$ cat src/rtl/pipelined_rca_addsub_pkg.sv
// Shared constants for the pipelined ripple-carry adder/subtractor.
package pipelined_rca_addsub_pkg;

    localparam int   DEF_WIDTH  = 32;
    localparam int   DEF_STAGES = 4;
    localparam int   DEF_SLICE  = DEF_WIDTH / DEF_STAGES;

    localparam logic OP_ADD = 1'b0;
    localparam logic OP_SUB = 1'b1;

endpackage

$ cat src/rtl/pipelined_rca_addsub_rca_slice.sv
// Combinational WIDTH-bit ripple-carry adder; one carry slice of the pipeline.
module rca_slice
    import pipelined_rca_addsub_pkg::*;
#(
    parameter int WIDTH = DEF_SLICE
) (
    output logic             c_out,
    output logic [WIDTH-1:0] sum,
    input  logic [WIDTH-1:0] a,
    input  logic [WIDTH-1:0] b,
    input  logic             c_in
);

    always_comb begin : ripple
        logic cy;
        cy  = c_in;
        sum = '0;
        for (int i = 0; i < WIDTH; i++) begin
            sum[i] = a[i] ^ b[i] ^ cy;
            cy     = (a[i] & b[i]) | (cy & (a[i] ^ b[i]));
        end
        c_out = cy;
    end

endmodule

$ cat src/rtl/pipelined_rca_addsub.sv
// Pipelined add/sub: one carry slice per stage, skewed operands, valid/ready with a global stall.
module pipelined_rca_addsub
    import pipelined_rca_addsub_pkg::*;
#(
    parameter int WIDTH  = DEF_WIDTH,
    parameter int STAGES = DEF_STAGES
) (
    input  logic             clk,
    input  logic             rst_n,
    input  logic             in_valid,
    output logic             in_ready,
    input  logic [WIDTH-1:0] a,
    input  logic [WIDTH-1:0] b,
    input  logic             c_in,
    input  logic             op_sub,
    output logic             out_valid,
    input  logic             out_ready,
    output logic [WIDTH-1:0] sum,
    output logic             c_out,
    output logic             ovf,
    output logic             zero
);

    localparam int SLICE = WIDTH / STAGES;
    localparam int LAST  = STAGES - 1;

    logic                         stall;
    logic [STAGES:0]              vld_pipe;
    logic [STAGES-1:0]            vld_d, vld_q;

    // Per-stage operand/partial-sum views; stage k consumes slice k.
    logic [STAGES-1:0][WIDTH-1:0] a_src, b_src, s_src, s_d, s_q;
    logic [STAGES-1:0]            cy_src, cy_d, cy_q;
    logic [STAGES-1:0][SLICE-1:0] sl_a, sl_b, sl_sum;
    logic [STAGES-1:0]            sl_cout;
    logic                         msb_cin, ovf_d, ovf_q, zero_d, zero_q;

    assign stall     = vld_pipe[STAGES] & ~out_ready;
    assign in_ready  = ~stall;
    assign vld_pipe  = {vld_q, in_valid & in_ready};
    assign out_valid = vld_pipe[STAGES];

    assign a_src[0] = a;
    assign b_src[0] = (op_sub == OP_SUB) ? ~b : b;

    generate
        if (STAGES > 1) begin : g_skew
            logic [STAGES-2:0][WIDTH-1:0] a_d, a_q, b_d, b_q;

            // Consumed slices are zeroed so only the pending upper slices are really stored.
            always_comb begin
                a_d = '0;
                b_d = '0;
                for (int k = 0; k < STAGES - 1; k++) begin
                    a_d[k] = a_src[k] & ({WIDTH{1'b1}} << ((k + 1) * SLICE));
                    b_d[k] = b_src[k] & ({WIDTH{1'b1}} << ((k + 1) * SLICE));
                end
            end

            always_ff @(posedge clk or negedge rst_n) begin
                if (!rst_n) begin
                    a_q <= '0;
                    b_q <= '0;
                end else if (!stall) begin
                    a_q <= a_d;
                    b_q <= b_d;
                end
            end

            assign a_src[STAGES-1:1] = a_q;
            assign b_src[STAGES-1:1] = b_q;
        end
    endgenerate

    always_comb begin
        s_src     = '0;
        cy_src    = '0;
        cy_src[0] = (op_sub == OP_SUB) ? 1'b1 : c_in;
        for (int k = 1; k < STAGES; k++) begin
            s_src[k]  = s_q[k-1];
            cy_src[k] = cy_q[k-1];
        end
        for (int k = 0; k < STAGES; k++) begin
            sl_a[k] = SLICE'(a_src[k] >> (k * SLICE));
            sl_b[k] = SLICE'(b_src[k] >> (k * SLICE));
        end
    end

    generate
        for (genvar k = 0; k < STAGES; k++) begin : g_slice
            rca_slice #(.WIDTH(SLICE)) u_rca (
                .c_out (sl_cout[k]),
                .sum   (sl_sum[k]),
                .a     (sl_a[k]),
                .b     (sl_b[k]),
                .c_in  (cy_src[k])
            );
        end
    endgenerate

    always_comb begin
        vld_d = vld_pipe[STAGES-1:0];
        cy_d  = sl_cout;
        s_d   = '0;
        for (int k = 0; k < STAGES; k++) begin
            s_d[k] = s_src[k] | (WIDTH'(sl_sum[k]) << (k * SLICE));
        end
        // Carry into the MSB recovered from its sum bit: s = a ^ b ^ cin.
        msb_cin = sl_a[LAST][SLICE-1] ^ sl_b[LAST][SLICE-1] ^ sl_sum[LAST][SLICE-1];
        ovf_d   = msb_cin ^ sl_cout[LAST];
        zero_d  = ~|s_d[LAST];
    end

    always_ff @(posedge clk or negedge rst_n) begin
        if (!rst_n) begin
            vld_q  <= '0;
            s_q    <= '0;
            cy_q   <= '0;
            ovf_q  <= 1'b0;
            zero_q <= 1'b0;
        end else if (!stall) begin
            vld_q  <= vld_d;
            s_q    <= s_d;
            cy_q   <= cy_d;
            ovf_q  <= ovf_d;
            zero_q <= zero_d;
        end
    end

    assign sum   = s_q[LAST];
    assign c_out = cy_q[LAST];
    assign ovf   = ovf_q;
    assign zero  = zero_q;

endmodule

$ cat config.mk
export PLATFORM = sky130hd
export DESIGN_NAME = pipelined_rca_addsub
export DESIGN_NICKNAME = d
export VERILOG_FILES = /design/src/rtl/pipelined_rca_addsub_pkg.sv /design/src/rtl/pipelined_rca_addsub_rca_slice.sv /design/src/rtl/pipelined_rca_addsub.sv
export SDC_FILE = /design/constraint.sdc
export NUM_CORES = 1
export LEC_CHECK = 0
export ABC_AREA = 1
export BUFFER_PORTS_ARGS = -buffer_cell sky130_fd_sc_hd__buf_2
export CORE_MARGIN = 5
export CORE_UTILIZATION = 33
export DETAILED_ROUTE_END_ITERATION = 12
export SLEW_MARGIN = 20
export SYNTH_ARGS = -nofsm -noshare
export SYNTH_HDL_FRONTEND = slang
export SYNTH_HIERARCHICAL = 1
export SYNTH_SLANG_ARGS = --single-unit
$ cat constraint.sdc
create_clock -name clk -period 4.2 [get_ports clk]
set_clock_uncertainty 0.05 [all_clocks]
set_input_delay 0.21 -clock clk [delete_from_list [all_inputs] [get_ports clk]]
set_output_delay 0.21 -clock clk [all_outputs]
set_load 0.005 [all_outputs]
==> results.cfg, run 1 <==
[run_status]
status = completed

[timing]
min_period_ns = 4.06
fmax_ghz = 0.246
max-slew-margin-rel_pct = 38.1
tns_ns = 0
timing.hold.ws_ns = 0.0189
fin_crit_sh_pct = 96.6
setup_slack_ns = 0.142
finalSetupViolCount = 0
hold_viol = 0
rsz0062_at_grt = yes
worstMarginPinSlew_ns = 0.929
drv_slew = 0

[final_layout]
drive_gt1_share_pct = 16.0
final-instance-count-excl-fill = 1309
final_cell_area_mm2 = 0.00976
final_cell_mix = nand2_1 (331), dfrtp_1 (186), o21ai_0 (110)
syn2layout_area_growth_pct = 19.0
fillers = 2494
layout_commonest_cell = nand2_1
layout.nets = 1074
diodes = 0
finish.utilization_pct = 40.0

[critical_path]
reg2regPathDepth = 17
required_ns = 4.52
crit_fanout = 3
worstSetupPathType = reg -> reg
reg2reg_from = cy_q[2]
worstSetupEndpointType = flip-flop
r2r_end = ovf
start_kind = flip-flop
critPathArrivalTime_ns = 4.37
rrSetupSlack_ns = 0.14

[place]
place_hpwl_um = 10700
dpl.cell_count = 1247
portBuffers = 106
placement.cell_area_mm2 = 0.00887
globalplace.congestion = 0.741
pre_cts_ws_ns = -0.0184

[worst_hold_path]
worst_hold_path_type = in -> reg
worstHoldPathCells = 3
min-delay-start = b[26]
whs_endpoint = b_src[58]

[detailed_routing]
drt-initial-drc-count = 341
drtAntennaViolNets = 0
via_count = 5562
routedWlPerCell_um = 12.6
dr_wl_met3_um = 595
drt-pass1-iter-count = 4
wl_met1_um = 8050
viasPerCell = 4.25
highest_layer = met5
wirelength_um = 16600
wl_met2_um = 7660
drcViolationCount = 0

[synthesis]
synth_fa_ha_area_share_pct = 7.82
synth-seq-cells = 186
synth_compound_area_share_pct = 7.08
syn_area_mm2 = 0.00820
synth_mux_area_share_pct = 0
syn_inst = 857
synth-xor-area-share_pct = 3.63
avgSynthCellArea_um2 = 9.56
syn_nets = 959
yosysSeqAreaShare_pct = 56.8
synth-simple-area-share_pct = 16.5
ys_warn_count = 6
synth_cell_types = 20
synth_top_family_by_area = simple AND/OR/NAND/NOR gates

[power]
p_clk_share_pct = 22.4
p_leak_nw = 4.90
switching_share_pct = 36.4
p_seq_share_pct = 43.4
finalPower_mw = 6.94
power_density_mw_per_mm2 = 711
p_int_mw = 4.41
pwr-share-comb_pct = 34.2
p_sw_mw = 2.53
irDropWorstVdd_v = 0.000252

[clocking]
htree_levels = 4
cts_tree = yes
cts-root-buf = clkbuf_16
insertion_delay_ns = 0.43
cts_buffer_depth = 2
cts-buffers-inserted = 17
cts.sinks = 186
clkTransAtPathRegs_ns = 0.07

[floorplanning]
die-area_mm2 = 0.0281
fp-row-count = 57
core-area_mm2 = 0.0244
start_util_pct = 33.6
die_w_um = 168
ios = 107
die_h_um = 168

[global_routing]
grt_max_degree = 138
grt_pass1_vias = 5584
grt_first_pass_wirelength_um = 28300
overflow = 0
antenna_found_initial = 1
grt_use_total_pct = 12.3

[run]
maxCapViolations = 0
## power by group through the flow
| stage | combinational [mW] | sequential, mW | clock, mW |
|---|---|---|---|
| finish | 2.37 | 3.01 | 1.56 |
| global route | 2.83 | 3.11 | 1.67 |
| CTS | 2.37 | 3.02 | 1.61 |
| detailed placement | 2.32 | 3.05 | 0 |
| global placement | 2.26 | 3.03 | 0 |
| floorplan | 1.70 | 2.97 | 0 |
## flip-flops by register name (all words and copies together), names as in the netlist
name and flops:
zero 1, s_q 48, ovf 1, vld_q 4, a_src 48, b_src 48, sum 32, cy_q 4
## cell type report
cell class	instances	area, um2	area share, %
multi-input combinational	537	2900	29.7
sequential	186	4650	47.7
tap	324	405	4.16
inverter	90	343	3.51
timing repair buffer	140	890	9.12
clock inverter	11	115	1.18
clock buffer	21	450	4.62
## worst max-delay path, stage by stage, from the launching register on
cell	delay [ns]
dfrtp_1	0.40
fa_2	0.39
inv_2	0.07
fa_2	0.20
inv_2	0.04
fa_2	0.34
fa_2	0.37
fa_2	0.38
fa_2	0.37
fa_2	0.40
inv_2	0.07
fa_1	0.42
inv_2	0.11
xnor2_2	0.12
inv_1	0.05
nand2_1	0.06
nand3_2	0.07
nand2_1	0.08
## metal layers
layer	GRT usage, %	vias up
met5	0	-
met4	3.78	2
met3	2.76	19
met2	19.4	88
met1	17.2	2627
li1	-	2826
## cells in the mapped netlist
cell type / instances / area [um2]
nand3_2: 1 / 10.0
buf_6: 13 / 146
xor2_1: 9 / 78.8
buf_4: 15 / 113
nand2_4: 1 / 11.3
nand3_1: 4 / 20.0
inv_2: 1 / 3.75
o21ai_0: 110 / 551
buf_2: 7 / 35.0
inv_1: 88 / 330
fa_1: 32 / 641
clkbuf_1: 9 / 33.8
a21oi_1: 1 / 5.00
nand2_1: 331 / 1240
nor2_1: 17 / 63.8
xnor2_1: 25 / 219
o21ai_1: 5 / 25.0
dfrtp_1: 186 / 4650
inv_4: 1 / 6.26
or2_2: 1 / 6.26
## worst max-delay path by stage
| stage | from | endpoint | slack, ns |
|---|---|---|---|
| 2_1_floorplan | op_sub | s_q[7] | 0.19 |
| 3_3_place_gp | a_src[120] | ovf | 0.05 |
| 3_5_place_dp | a_src[120] | ovf | -0.02 |
| 4_1_cts | a_src[120] | ovf | 0.05 |
| 5_1_grt | cy_q[2] | ovf | -0.03 |
| 6_report | cy_q[2] | ovf | 0.14 |
## timing repair
item / in CTS / in global routing
hold buffers: 28 / 0
pin swaps: 0 / 7
resized for setup: 3 / 9
hold endpoints to repair: 125 / 0
setup endpoints to repair: 2 / 2
buffers inserted: 0 / 2
## logic make-up (layout without fill, tap and decap cells)
family / Yosys count / after routing
adder cells (fa/ha/maj): 32 / 32
AO/OA/AOI/OAI: 116 / 116
XOR/XNOR: 34 / 34
flip-flops: 186 / 186
AND/OR/NAND/NOR: 355 / 355
buffers and inverters: 134 / 262
Note: power is estimated with default switching activity, not from simulation.
==> inputs of run 2 (changes only) <==
--- a/config.mk
+++ b/config.mk
@@ -7,9 +7,13 @@
 export LEC_CHECK = 0
 export ABC_AREA = 1
 export BUFFER_PORTS_ARGS = -buffer_cell sky130_fd_sc_hd__buf_2
+export CELL_PAD_IN_SITES_DETAIL_PLACEMENT = 1
+export CELL_PAD_IN_SITES_GLOBAL_PLACEMENT = 2
 export CORE_MARGIN = 5
 export CORE_UTILIZATION = 33
+export CTS_BUF_LIST = sky130_fd_sc_hd__clkbuf_4 sky130_fd_sc_hd__clkbuf_8
 export DETAILED_ROUTE_END_ITERATION = 12
+export PLACE_DENSITY_LB_ADDON = 0.1
 export SLEW_MARGIN = 20
 export SYNTH_ARGS = -nofsm -noshare
 export SYNTH_HDL_FRONTEND = slang
==> run 2 against run 1 <==
Against the previous run: critical path depth did not move; final area is essentially flat; total power fell by 5.7%; combinational power is essentially flat; worst setup slack better by 0.085 ns; first-iteration DRC count is 40% lower; via count grew 4.4%; die area unchanged; routed wire length increased by 11%; sequential cell count unchanged; non-clock buffer count is 22 higher; sequential power about the same.
==> results.cfg, run 2 (same netlist as run 1, synthesis figures left out) <==
[clocking]
cts-root-buf = clkbuf_8
cts-buffers-inserted = 17
cts.sinks = 186
insertion_delay_ns = 0.45
htree_levels = 4
clkTransAtPathRegs_ns = 0.09
cts_buffer_depth = 2
cts_tree = yes

[power]
switching_share_pct = 38.6
finalPower_mw = 6.54
p_clk_share_pct = 17.4
p_int_mw = 4.02
p_leak_nw = 4.91
pwr-share-comb_pct = 36.3
power_density_mw_per_mm2 = 671
p_seq_share_pct = 46.3
p_sw_mw = 2.52
irDropWorstVdd_v = 0.000206

[floorplanning]
core-area_mm2 = 0.0244
ios = 107
die-area_mm2 = 0.0281
die_w_um = 168
die_h_um = 168
start_util_pct = 33.6
fp-row-count = 57

[critical_path]
cpLargestDelayFamily = adder cells
crit_chain = fa_1 > inv_1 > fa_1 > inv_1 > fa_1 > fa_2 > fa_2 > fa_2 > fa_2 > inv_1 > fa_1 > inv_2 > xnor2_1 > inv_1 > nand2_1 > nand3_2 > nand2_1
start_kind = flip-flop
required_ns = 4.54
path_buf_inv = 5
crit_fanout = 3
worstSetupEndpointType = flip-flop
cpPeakStageDelay_ns = 0.43
worstSetupPathType = reg -> reg
critPathArrivalTime_ns = 4.31
crit_slowest_cell = fa_1

[global_routing]
grt_max_degree = 170
antenna_found_initial = 0
overflow = 0
grt_use_total_pct = 13.9
grt_first_pass_wirelength_um = 32000
grt_pass1_vias = 6304

[timing]
fin_crit_sh_pct = 94.6
fmax_ghz = 0.252
setup_slack_ns = 0.226
rsz0062_at_grt = no
min_period_ns = 3.97
tns_ns = 0
worstMarginPinSlew_ns = 0.866
hold_viol = 0
timing.hold.ws_ns = 0.0290
drv_slew = 0
max-slew-margin-rel_pct = 42.2
finalSetupViolCount = 0

[worst_hold_path]
worst_hold_path_type = in -> reg

[detailed_routing]
drt-initial-drc-count = 205
wirelength_um = 18400
drt-pass1-iter-count = 4
routedWlPerCell_um = 13.8
via_count = 5809
drtAntennaViolNets = 0
viasPerCell = 4.36
drcViolationCount = 0

[place]
pre_cts_ws_ns = 0.0207
globalplace.congestion = 0.738
place_hpwl_um = 12200
portBuffers = 106

[run]
maxCapViolations = 0

[final_layout]
layout.nets = 1096
fillers = 2849
drive_gt1_share_pct = 15.5
syn2layout_area_growth_pct = 19.0
final_cell_mix = nand2_1 (331), dfrtp_1 (186), o21ai_0 (110)
diodes = 0
layout_commonest_cell = nand2_1

[run_status]
status = completed
run 2: changes by cell type in the layout (fill, tap and decap cells not counted), sizes merged:
cell and delta:
dlygate4sd3 +20, buf +2, clkinv -2, inv +2, bufinv -1, clkinvlp +1
run 2: path summary, 6_finish.rpt:
path,slack [ns],from,endpoint,cells past startpoint
worst max-delay path,0.23,a_src[120],ovf,17
worst min register to register,0.43,sum[24],sum[24],2
worst max register to register,0.23,a_src[120],ovf,17
min in group asynchronous,0.34,rst_n,s_q[73],2
worst min-delay path,0.03,b[14],b_src[46],3
max in group asynchronous,2.73,rst_n,b_src[125],3
run 2: layout make-up:
type | instances | area, um2 | share of cell area, %
sequential | 186 | 4650 | 47.7
multi-input combinational | 537 | 2880 | 29.6
timing repair buffer | 162 | 1090 | 11.2
tap | 324 | 405 | 4.16
inverter | 90 | 345 | 3.54
clock buffer | 21 | 289 | 2.96
clock inverter | 11 | 85.1 | 0.872
run 2: repair_timing:
action / in CTS / in global routing
gates resized for setup: 1 / 4
setup endpoints to repair: 1 / 2
buffers inserted: 0 / 1
pin swaps: 0 / 1
gates cloned: 0 / 0
hold endpoints to repair: 150 / 0
hold buffers: 48 / 0
run 2: power groups by stage:
stage	Combinational, mW	Clock [mW]	Sequential, mW
after detailed placement	2.39	0	3.08
final	2.37	1.14	3.03
after floorplan	1.70	0	2.97
after CTS	2.44	1.19	3.05
after global placement	2.33	0	3.05
after global routing	2.87	1.27	3.14
run 2: through the flow:
stage          instances  instance area, um2  util [%]
6_report            1331                9750      40.0
5_1_grt             1331                9750      40.0
4_1_cts             1330                9730      39.9
3_5_place_dp        1250                8880      36.4
3_3_place_gp        1250                8880      36.4
2_1_floorplan        857                8200         -
run 2: metal layers:
metal  vias up  GRT usage (%)  share of wire (%)
met5         -              0                  0
met4         0           3.39               0.97
met3        13           2.66                3.2
met2        86           22.7                 48
met1      2843           19.2                 48
li1       2867              -                  -
run 2: worst reg2reg max path, stage by stage (launching register included):
cell,delay (ns)
dfrtp_1,0.41
fa_1,0.42
inv_1,0.08
fa_1,0.16
inv_1,0.05
fa_1,0.37
fa_2,0.36
fa_2,0.36
fa_2,0.35
fa_2,0.34
inv_1,0.08
fa_1,0.43
inv_2,0.09
xnor2_1,0.13
inv_1,0.06
nand2_1,0.07
nand3_2,0.07
nand2_1,0.07
==> inputs of run 3 (changes only) <==
--- a/config.mk
+++ b/config.mk
@@ -13,6 +13,7 @@
 export CORE_UTILIZATION = 33
 export CTS_BUF_LIST = sky130_fd_sc_hd__clkbuf_4 sky130_fd_sc_hd__clkbuf_8
 export DETAILED_ROUTE_END_ITERATION = 12
+export HOLD_SLACK_MARGIN = 0.03
 export PLACE_DENSITY_LB_ADDON = 0.1
 export SLEW_MARGIN = 20
 export SYNTH_ARGS = -nofsm -noshare
==> run 3 against run 2 <==
Against the previous run: sequential power hardly changed; critical endpoint unchanged; worst hold slack better by 0.014 ns; non-clock buffer count is 1 higher.
==> results.cfg, run 3 (same netlist as run 1, synthesis figures left out) <==
[detailed_routing]
drcViolationCount = 0
routedWlPerCell_um = 13.9
viasPerCell = 4.36
drt-pass1-iter-count = 4
wirelength_um = 18500
via_count = 5811
drt-initial-drc-count = 202
drtAntennaViolNets = 0

[power]
p_int_mw = 4.02
p_leak_nw = 4.91
power_density_mw_per_mm2 = 670
irDropWorstVdd_v = 0.000207
p_clk_share_pct = 17.4
switching_share_pct = 38.6
p_sw_mw = 2.52
p_seq_share_pct = 46.3
pwr-share-comb_pct = 36.3
finalPower_mw = 6.54

[clocking]
cts_buffer_depth = 2
htree_levels = 4
cts.sinks = 186
cts_tree = yes
insertion_delay_ns = 0.45
cts-root-buf = clkbuf_8
cts-buffers-inserted = 17
clkTransAtPathRegs_ns = 0.09

[run]
maxCapViolations = 0

[floorplanning]
start_util_pct = 33.6
ios = 107
die_w_um = 168
die-area_mm2 = 0.0281
fp-row-count = 57
die_h_um = 168
core-area_mm2 = 0.0244

[critical_path]
reg2regPathDepth = 17
crit_slowest_cell = fa_1
critPathArrivalTime_ns = 4.31
cpPeakStageDelay_ns = 0.43
crit_chain = fa_1 > inv_1 > fa_1 > inv_1 > fa_1 > fa_2 > fa_2 > fa_2 > fa_2 > inv_1 > fa_1 > inv_2 > xnor2_1 > inv_1 > nand2_1 > nand3_2 > nand2_1
required_ns = 4.54
start_kind = flip-flop
worstSetupEndpointType = flip-flop
worstSetupPathType = reg -> reg
crit_fanout = 3

[timing]
max-slew-margin-rel_pct = 42.2
drv_slew = 0
tns_ns = 0
rsz0062_at_grt = no
setup_slack_ns = 0.228
worstMarginPinSlew_ns = 0.867
hold_viol = 0
fmax_ghz = 0.252
finalSetupViolCount = 0
fin_crit_sh_pct = 94.6
min_period_ns = 3.97

[global_routing]
overflow = 0
grt_first_pass_wirelength_um = 32100
gr-usage-met2_pct = 22.8
grt-busiest-layer = met2
grt_pass1_vias = 6310
grt_use_total_pct = 13.9
antenna_found_initial = 0
met1_usage_pct = 19.2
use_met3_pct = 2.66
grt_max_degree = 170

[final_layout]
final_cell_mix = nand2_1 (331), dfrtp_1 (186), o21ai_0 (110)
drive_gt1_share_pct = 15.5
fillers = 2846
multi_input_area_mm2 = 0.00288
final-instance-count-excl-fill = 1332
layout.nets = 1097
final_cell_area_mm2 = 0.00976
diodes = 0
syn2layout_area_growth_pct = 19.1
ff_latch_area_mm2 = 0.00465
layout_commonest_cell = nand2_1

[place]
placement.cell_area_mm2 = 0.00888
globalplace.congestion = 0.738
dpl.cell_count = 1250
pre_cts_ws_ns = 0.0207
place_hpwl_um = 12200
portBuffers = 106

[run_status]
status = completed

[worst_hold_path]
worst_hold_path_type = in -> reg
worstHoldPathCells = 3
-- run 3: routing by layer --
metal | up-vias | share of wire [%] | routed length [um]
met3 | 13 | 3.1 | 571
met1 | 2852 | 48 | 8920
li1 | 2866 | - | -
met5 | - | 0 | 0
met4 | 0 | 0.98 | 180
met2 | 80 | 48 | 8780
-- run 3: final cells by class --
| cell class | count | area share [%] |
|---|---|---|
| clock buffers | 21 | 2.96 |
| clock inverters | 11 | 0.871 |
| inverters | 90 | 3.54 |
| multi-input cells | 537 | 29.5 |
| flip-flops and latches | 186 | 47.7 |
| well taps | 324 | 4.15 |
| repair buffers | 163 | 11.3 |
-- run 3: repair_timing --
item | in CTS | in global routing
setup buffers | 0 | 1
hold buffers | 49 | 0
gates resized for setup | 1 | 4
endpoints found under the setup margin | 1 | 2
pin swaps | 0 | 1
endpoints found under the hold margin | 151 | 0
-- run 3: path summary, 6_finish.rpt --
check                            from         end  slack (ns)
max                        a_src[120]         ovf        0.23
min                             b[31]   b_src[63]        0.04
max reg2reg                a_src[120]         ovf        0.23
min reg2reg                   sum[24]     sum[24]        0.43
max in group asynchronous       rst_n  b_src[122]        2.73
min in group asynchronous       rst_n     s_q[73]        0.34
-- run 3: metrics by stage --
step / util (%) / hold slack, ns
3_5_place_dp: 36.4 / 0.330
6_report: 40.0 / 0.0434
5_1_grt: 40.0 / 0.0736
2_1_floorplan: - / -0.136
3_3_place_gp: 36.4 / 0.316
4_1_cts: 40.0 / 0.0312
-- run 3: power by group through the flow --
stage	Sequential (mW)	Combinational [mW]	Clock, mW
final	3.03	2.38	1.14
after floorplan	2.97	1.70	0
after global routing	3.14	2.87	1.27
after global placement	3.05	2.33	0
after detailed placement	3.08	2.39	0
after CTS	3.05	2.44	1.19
-- run 3: worst max-delay path, delay by kind of cell, from the launching register on --
family                     cells  cell delay [ns]
DFF                            1             0.41
buffers and inverters          5             0.35
and+or+nand+nor                3             0.21
xor gates and xnor gates       1             0.13
adders and majority gates      8             2.79
